==> config.mk <==
export PLATFORM = sky130hd
export DESIGN_NAME = seg7_display_flat
export DESIGN_NICKNAME = d
export VERILOG_FILES = /design/src/rtl/seg7_pkg.sv /design/src/rtl/seg7_display_if.sv /design/src/rtl/seg7_decode.sv /design/src/rtl/seg7_display.sv /design/src/flat_wrapper.sv
export SDC_FILE = /design/constraint.sdc
export NUM_CORES = 1
export LEC_CHECK = 0
export BUFFER_PORTS_ARGS = -buffer_cell sky130_fd_sc_hd__buf_2
export CAP_MARGIN = 30
export CORE_MARGIN = 10
export CORE_UTILIZATION = 50
export CTS_CLUSTER_DIAMETER = 120
export DETAILED_ROUTE_END_ITERATION = 8
export PLACE_DENSITY = 0.79
export SLEW_MARGIN = 20
export SYNTH_ARGS = -nofsm -noshare
export SYNTH_HDL_FRONTEND = slang
export SYNTH_SLANG_ARGS = --single-unit
==> constraint.sdc <==
create_clock -name clk -period 4.69 [get_ports clk]
set_input_delay 0 -clock clk [delete_from_list [all_inputs] [get_ports clk]]
set_output_delay 0 -clock clk [all_outputs]
set_load 0.01 [all_outputs]
==> src/rtl/seg7_pkg.sv <==
// Shared constants and types for the memory-mapped 8-digit seven-segment display.
// Digit registers sit at word addresses DIG_BASE..DIG_LAST.
package seg7_pkg;

  localparam logic [15:0] DIG_BASE   = 16'hF020;
  localparam logic [15:0] DIG_LAST   = 16'hF03C;
  localparam int          NUM_DIGITS = 8;

  typedef logic [4:0] digit_code_t;

  localparam digit_code_t CODE_BLANK = 5'h10;
  localparam digit_code_t CODE_DASH  = 5'h11;
  localparam digit_code_t CODE_H     = 5'h12;
  localparam digit_code_t CODE_L     = 5'h13;
  localparam digit_code_t CODE_P     = 5'h14;

  function automatic logic addr_in_range(input logic [15:0] addr);
    return (addr >= DIG_BASE) && (addr <= DIG_LAST);
  endfunction

endpackage

==> src/rtl/seg7_display_if.sv <==
// Single-cycle CPU bus port of the display: the decoder-qualified write and a combinational read.
interface seg7_display_if;
  import seg7_pkg::*;

  logic [15:0] addr;
  logic        wen;
  digit_code_t wdata;
  logic [3:0]  rdata;

  modport master (output addr, output wen, output wdata, input rdata);
  modport slave  (input addr, input wen, input wdata, output rdata);

endinterface

==> src/rtl/seg7_decode.sv <==
// Maps a 5-bit digit code to active-low segments {dp,g,f,e,d,c,b,a}.
// The decimal point is never lit.
module seg7_decode
  import seg7_pkg::*;
(
  input  digit_code_t code,
  output logic [7:0]  seg
);

  // Glyph lookup; 'b' and 'd' are lowercase so they stay distinct from '8' and '0'.
  always_comb begin
    seg = 8'hFF;
    case (code)
      5'h00:      seg = 8'hC0;
      5'h01:      seg = 8'hF9;
      5'h02:      seg = 8'hA4;
      5'h03:      seg = 8'hB0;
      5'h04:      seg = 8'h99;
      5'h05:      seg = 8'h92;
      5'h06:      seg = 8'h82;
      5'h07:      seg = 8'hF8;
      5'h08:      seg = 8'h80;
      5'h09:      seg = 8'h90;
      5'h0A:      seg = 8'h88;
      5'h0B:      seg = 8'h83;
      5'h0C:      seg = 8'hC6;
      5'h0D:      seg = 8'hA1;
      5'h0E:      seg = 8'h86;
      5'h0F:      seg = 8'h8E;
      CODE_BLANK: seg = 8'hFF;
      CODE_DASH:  seg = 8'hBF;
      CODE_H:     seg = 8'h89;
      CODE_L:     seg = 8'hC7;
      CODE_P:     seg = 8'h8C;
      default:    seg = 8'hFF;
    endcase
  end

endmodule

==> src/rtl/seg7_display.sv <==
// Eight-digit multiplexed seven-segment display controller with a memory-mapped
// digit register file; each digit is lit for SCAN_DIV clocks in turn.
module seg7_display
  import seg7_pkg::*;
#(
  parameter int SCAN_DIV = 50000
) (
  input  logic           clk,
  input  logic           rst,
  seg7_display_if.slave  bus,
  output logic [7:0]     dig_an,
  output logic [7:0]     dig_seg
);

  localparam int              CNT_W    = (SCAN_DIV > 2) ? $clog2(SCAN_DIV) : 1;
  localparam logic [CNT_W-1:0] CNT_LAST = CNT_W'(SCAN_DIV - 1);

  digit_code_t      digit_r [NUM_DIGITS];
  logic [CNT_W-1:0] scan_cnt_r;
  logic [2:0]       scan_idx_r;
  logic [7:0]       dig_an_r;
  logic [7:0]       dig_seg_r;

  logic             addr_hit_s;
  logic             wr_en_s;
  logic [2:0]       bus_idx_s;
  logic [3:0]       rdata_s;
  digit_code_t      scan_code_s;
  logic [7:0]       seg_s;
  logic [7:0]       an_s;

  // Address decode and read mux; reads see the register before any same-cycle write lands.
  always_comb begin
    addr_hit_s = addr_in_range(bus.addr);
    bus_idx_s  = bus.addr[4:2];
    wr_en_s    = bus.wen && addr_hit_s && (bus.addr[1:0] == 2'b00);
    if (addr_hit_s) begin
      rdata_s = digit_r[bus_idx_s][3:0];
    end else begin
      rdata_s = 4'h0;
    end
  end

  assign bus.rdata = rdata_s;

  // Digit register file.
  always_ff @(posedge clk or posedge rst) begin
    if (rst) begin
      for (int i = 0; i < NUM_DIGITS; i++) begin
        digit_r[i] <= CODE_BLANK;
      end
    end else if (wr_en_s) begin
      digit_r[bus_idx_s] <= bus.wdata;
    end
  end

  // Dwell counter and digit-select index.
  always_ff @(posedge clk or posedge rst) begin
    if (rst) begin
      scan_cnt_r <= '0;
      scan_idx_r <= 3'd0;
    end else if (scan_cnt_r == CNT_LAST) begin
      scan_cnt_r <= '0;
      scan_idx_r <= scan_idx_r + 3'd1;
    end else begin
      scan_cnt_r <= scan_cnt_r + CNT_W'(1);
    end
  end

  // Only the digit currently scanned is decoded.
  always_comb begin
    scan_code_s = digit_r[scan_idx_r];
    an_s        = ~(8'h01 << scan_idx_r);
  end

  seg7_decode u_decode (
    .code (scan_code_s),
    .seg  (seg_s)
  );

  // Registered display drive; blanked with all anodes off while in reset.
  always_ff @(posedge clk or posedge rst) begin
    if (rst) begin
      dig_an_r  <= 8'hFF;
      dig_seg_r <= 8'hFF;
    end else begin
      dig_an_r  <= an_s;
      dig_seg_r <= seg_s;
    end
  end

  assign dig_an  = dig_an_r;
  assign dig_seg = dig_seg_r;

endmodule

==> src/flat_wrapper.sv <==
// flat-port wrapper written by rule: the top's interface ports become plain ports
module seg7_display_flat import seg7_pkg::*;
#(
  parameter int SCAN_DIV = 50000
)
  (clk, rst, dig_an, dig_seg, bus_addr, bus_wen, bus_wdata, bus_rdata);
  seg7_display_if bus_i ();
  input  logic clk;
  input  logic rst;
  output logic [7:0] dig_an;
  output logic [7:0] dig_seg;
  input wire logic [$bits(bus_i.addr)-1:0] bus_addr;
  input wire logic [$bits(bus_i.wen)-1:0] bus_wen;
  input wire logic [$bits(bus_i.wdata)-1:0] bus_wdata;
  output wire logic [$bits(bus_i.rdata)-1:0] bus_rdata;
  assign bus_i.addr = bus_addr;
  assign bus_i.wen = bus_wen;
  assign bus_i.wdata = bus_wdata;
  assign bus_rdata = bus_i.rdata;
  seg7_display #(.SCAN_DIV(SCAN_DIV)) u_core (.clk(clk), .rst(rst), .bus(bus_i), .dig_an(dig_an), .dig_seg(dig_seg));
endmodule
# Word level (Yosys, flattened, before mapping)
# Memories as Yosys holds them, arrays and structs flattened. A register that Yosys moved wholly into a read port is not among the register bits.
# Cells that the tools add are included.
dict set report word_totals {
  reg_bits 75
  romBits 224
  output_inout_bits 20
  memories 1
}
# memory words width read_ports rd_ports_with_merged_regs wr line_no
set mem_list {}
lappend mem_list {{(no name shown)} 32 7 1 1 0 seg7_decode.sv:13} ;# case (code)
dict set report classes {
  n_addsub 2
  n_lt_le_gt_ge 5
  eq_ne 1
  n_shift 1
  mux 11
  bitwise 3
  reduce_logical 5
}
# cell count
set op_table {}
lappend op_table {{$bwmux 40} 1}
lappend op_table {{$bmux 5 s3} 2}
lappend op_table {{$add 16x1->16 const B} 1}
lappend op_table {{$eq 16x16->1 const B} 1}
lappend op_table {{$ge 16x16->1 const B} 1}
lappend op_table {{$le 16x16->1 const B} 1}
lappend op_table {{$mux 16} 1}
lappend op_table {{$demux 5 s3} 1}
lappend op_table {{$mux 5} 3}
lappend op_table {{$mux 4} 3}
lappend op_table {{$ge 4x4->1 const B} 2}
lappend op_table {{$not 3->4} 2}
lappend op_table {{$not 8->8} 1}
lappend op_table {{$shl 1x3->8 const A} 1}
lappend op_table {{$logic_and 1x1->1} 4}
lappend op_table {{$lt 4x1->1 const B} 1}
lappend op_table {{$add 3x1->3 const B} 1}
lappend op_table {{$logic_not 2->1} 1}

# Longest topological paths before layout
dict set report depth {
  word_depth 6
  depth_mapped 9
  depth_no_buf 8
}

# By module
# A second synthesis with hierarchy kept.
dict set report unflattened {
  hier_cells 339
  hier_area_um2 4135.2
}
# module n_inst cells_each area_per_inst_um2 seq_area_each_um2
set by_module_without_submodules {}
lappend by_module_without_submodules {seg7_display 1 278 3711.1 1906.8}
lappend by_module_without_submodules {seg7_decode 1 61 424.2 0.0}

# Worst setup path before layout
# OpenSTA, ideal clock, no wires.
dict set report synth_path {
  kind {register to register}
  start {reg u_core.scan_idx_r[0]}
  end {reg u_core.dig_seg_r[6] (netlist: u_core.dig_seg[6])}
  setup_time_ns 0.083
  t_arrival_ns 2.397
  required_ns 4.607
  path_slack_ns 2.210
  path_stages_with_launch 10
  synth_period_minus_slack_ns 2.480
  cell_sequence {dfrtp_1 > buf_6 > mux4_1 > mux2i_1 > inv_1 > ha_1 > inv_1 > nor2_1 > o311a_1 > a221o_1}
}
dict set report synth_between {
  elab_chain_len 4
}
# item line_no
set synth_rtl {}
lappend synth_rtl {{start, declared} seg7_display.sv:20} ;# logic [2:0] scan_idx_r;
lappend synth_rtl {{start signal, assigned} seg7_display.sv:64} ;# scan_idx_r <= scan_idx_r + 3'd1;
lappend synth_rtl {{$not 3->4 (not written as such)} seg7_display.sv:72} ;# scan_code_s = digit_r[scan_idx_r];
lappend synth_rtl {{$bmux 5 s3} seg7_display.sv:72}
lappend synth_rtl {{$mux 5 (not written as such) (2 in series)} seg7_display.sv:72}
lappend synth_rtl {{end, declared} seg7_display.sv:22} ;# logic [7:0] dig_seg_r;
# No other way between the ends. The select of a mux whose other input is x is not followed.
# A chain may end at the register's enable or synchronous reset.

# Worst setup path after layout
# Ends and elaborated chain as after synthesis.

==> results.cfg <==
[detailed_routing]
totalWireLength_mm = 7.980
wl_per_cell_um = 16.84
ant_nets = 0
vias_per_cell = 5.741
dr.first_iter.drc_count = 279
wl_met3_um = 480
vias = 2721
dr.pass1.iters = 4
dr_wl_met2_mm = 3.890
drc = 0
highest_layer = met4
met1_length_mm = 3.355

[final_layout]
num_antenna_cells = 0
syn2layout_area_growth_pct = 13.52
nNetsFinal = 404
drive_above_1_share = 0.3656
utilization = 0.5782

[logic_synthesis]
async_reset_ff_frac = 1.000
yosys.area.top_type = dfrtp_1
ys_seq_area_frac = 0.4828
synthCells = 321
yosysTopAreaCellShare = 0.3277
synth.avg_cell_area_um2 = 12.13
synth_cell_types = 49
synthFlopType = dfrtp_1
synth_area_um2 = 3895
synth.area.top_cells = dfrtp_1, dfstp_2, mux2_2
ys_warn_count = 0
synth_nets = 358
synth_edf_count = 0
ys_ff_latch = 74

[global_routing]
grt-ovfl-total = 0
grt_max_degree = 75
grt_pass1_vias = 2736
grt_antenna_before_repair = 0
grt_use_total = 0.1420
grt_pass1_wl_mm = 13.44

[critical_path]
crit_chain = mux4_1 -> mux2i_1 -> inv_1 -> ha_1 -> inv_1 -> nor2_1 -> o311a_1 -> a221o_1
required_ps = 4960
end_kind = flop
regToRegSetupSlack_ps = 1690
cp_max_fo = 13
worstPathArrival_ps = 3270
crit_path_start_kind = flop
critical_path_class = reg2reg
cp_slowest_stage_delay_ps = 790
crit_top_cell = inv_1
crit_slowest_cell = dfrtp_1

[sta]
skew_ps = 11.05
whs_ps = 7.752
layout_worst_path_cycle_share = 0.6407
grt_setup_unrepaired = false
tightest_slew_ps = 1020
drv_slew = 0
final.setup.tns_ps = 0
finalSetupViolCount = 0
period_needed_ps = 3005
fmax_ghz = 0.3328
hold_violations = 0
setup_slack_ps = 1685
relSlewSlack = 0.3183

[cts]
post_cts_resized = 0
cts_root_buffer = clkbuf_8
ctsHoldBuffers = 2
path_clk_slew_ps = 80
clkLatencyLatePin_ps = 350
numCtsBuffers = 9
cts_setup_buffers = 0
h-tree-depth = 3
tritoncts = built
clk_path_buf_depth = 2
clkSinkCount = 74

[pwr]
p_sw_frac = 0.2281
max-vdd-ir-drop_mv = 0.1235
switchingPower_uw = 266.4
power_density_nw_per_um2 = 264.2
pwr-share-comb = 0.043
seqPwrFrac = 0.547
p_int_uw = 901.8
pwr-share-clk = 0.410
p_leak_uw = 0.002097
total_power_uw = 1168

[placement]
port_buffers = 42
routabilityCongestion = 0.8697
dp_hpwl_mm = 5.754
pre_cts_slack_ps = 1748

[floorplanning]
design.core.area_um2 = 7647
io_pins = 44
rows = 32
die_h_um = 108.3
start_util = 0.5093
dieArea_um2 = 11720
die_width_um = 108.3

[worst_hold_path]
hp-class = in2reg

[run_status]
status = completed

[run]
maxCapViolations = 0
[logic make-up after synthesis]
| kind of cell | Yosys count | share of synthesized area |
|---|---|---|
| compound gates | 35 | 0.06296 |
| xor+xnor | 15 | 0.03373 |
| fa+ha+maj | 13 | 0.04176 |
| buf+inv | 22 | 0.02473 |
| flops | 74 | 0.4828 |
| mux | 72 | 0.2441 |
| other cells | 1 | 0.0009628 |
| simple gates | 89 | 0.1089 |
[final cells by class]
cell class	instances	area, um2
Clock buffer	11	131.4
Clock inverter	5	57.56
Fill cell	613	3226
Inverter	11	41.29
Multi-Input combinational cell	225	1918
Sequential cell	74	1881
Tap cell	102	127.6
Timing Repair Buffer	46	265.3
[power groups by stage]
stage | combinational, uW | sequential [uW] | clock (uW)
after floorplan | 26.0 | 651 | 0
after global placement | 44.1 | 651 | 0
after detailed placement | 45.9 | 651 | 0
after CTS | 47.4 | 639 | 487
after global routing | 55.9 | 639 | 515
final | 49.9 | 639 | 479
[registers in the layout (all words and copies together), names as in the netlist]
signal and flops:
u_core.dig_an 8, u_core.dig_seg 7, u_core.digit_r 40, u_core.scan_cnt_r 16, u_core.scan_idx_r 3
[path summary, 6_finish.rpt]
| kind | cells past startpoint | from | to |
|---|---|---|---|
| max in group asynchronous | 5 | rst | u_core.dig_an[0]$_DFF_PP1_ |
| setup / recovery | 8 | u_core.scan_idx_r[0]$_DFFE_PP0N_ | u_core.dig_seg[6]$_DFF_PP1_ |
| setup reg to reg | 8 | u_core.scan_idx_r[0]$_DFFE_PP0N_ | u_core.dig_seg[6]$_DFF_PP1_ |
| min in group asynchronous | 4 | rst | u_core.scan_cnt_r[8]$_DFF_PP0_ |
| hold / removal | 2 | bus_wdata[2] | u_core.digit_r[32]$_DFFE_PP0P_ |
| hold reg to reg | 1 | u_core.scan_cnt_r[0]$_DFF_PP0_ | u_core.scan_cnt_r[0]$_DFF_PP0_ |
[worst max-delay path, delay by kind of cell (launching register included)]
family / cells / cell delay [ps]
AO/OA/AOI/OAI: 2 / 550
flip-flops: 1 / 790
AND/OR/NAND/NOR: 1 / 70
adder cells (fa/ha/maj): 1 / 240
multiplexers: 2 / 1000
buffers and inverters: 2 / 270
[cells in the final DEF, fill, tap and decap left out, types with 2 or more instances in the layout]
master	synthesis	routed
dfrtp_1	51	51
mux2_2	50	50
buf_2	2	42
nand2_1	28	28
dfstp_2	23	23
nor2_1	21	21
ha_1	13	13
nand3_1	12	12
mux2i_1	10	10
xor2_1	10	10
inv_1	10	9
mux4_1	9	9
clkbuf_8	0	9
nor3_1	7	7
a21oi_1	7	7
and3_1	6	6
o22ai_1	5	5
xnor2_1	5	5
o21ai_0	5	5
a22oi_1	3	3
a221oi_1	3	3
clkinvlp_4	0	3
nor4_1	2	2
nor4b_1	2	2
nor3b_1	2	2
inv_2	1	2
nand2b_1	2	2
nand4_1	2	2
o211ai_1	2	2
o311a_1	2	2
clkbuf_1	4	2
dlygate4sd3_1	0	2
[metrics by stage]
| stage | cell area, um2 | std cells |
|---|---|---|
| final | 4422 | 474 |
| after global routing | 4422 | 474 |
| after CTS | 4394 | 473 |
| after detailed placement | 4185 | 455 |
| after global placement | 4185 | 455 |
| after floorplan | 3895 | 321 |
[cells in the mapped netlist, types with 4 or more instances]
cell type / instances
inv_1: 10
dfstp_2: 23
nor3_1: 7
clkbuf_1: 4
o21ai_0: 5
a21oi_1: 7
o22ai_1: 5
nand2_1: 28
nor2_1: 21
mux4_1: 9
xnor2_1: 5
nand3_1: 12
mux2i_1: 10
mux2_2: 50
dfrtp_1: 51
xor2_1: 10
ha_1: 13
and3_1: 6
[layer usage]
metal  track usage  vias up
li1              -     1267
met1        0.1768     1347
met2        0.2263       84
met3       0.02736       23
met4       0.08192        0
met5             0        -
(Power assumes the default switching activity.)
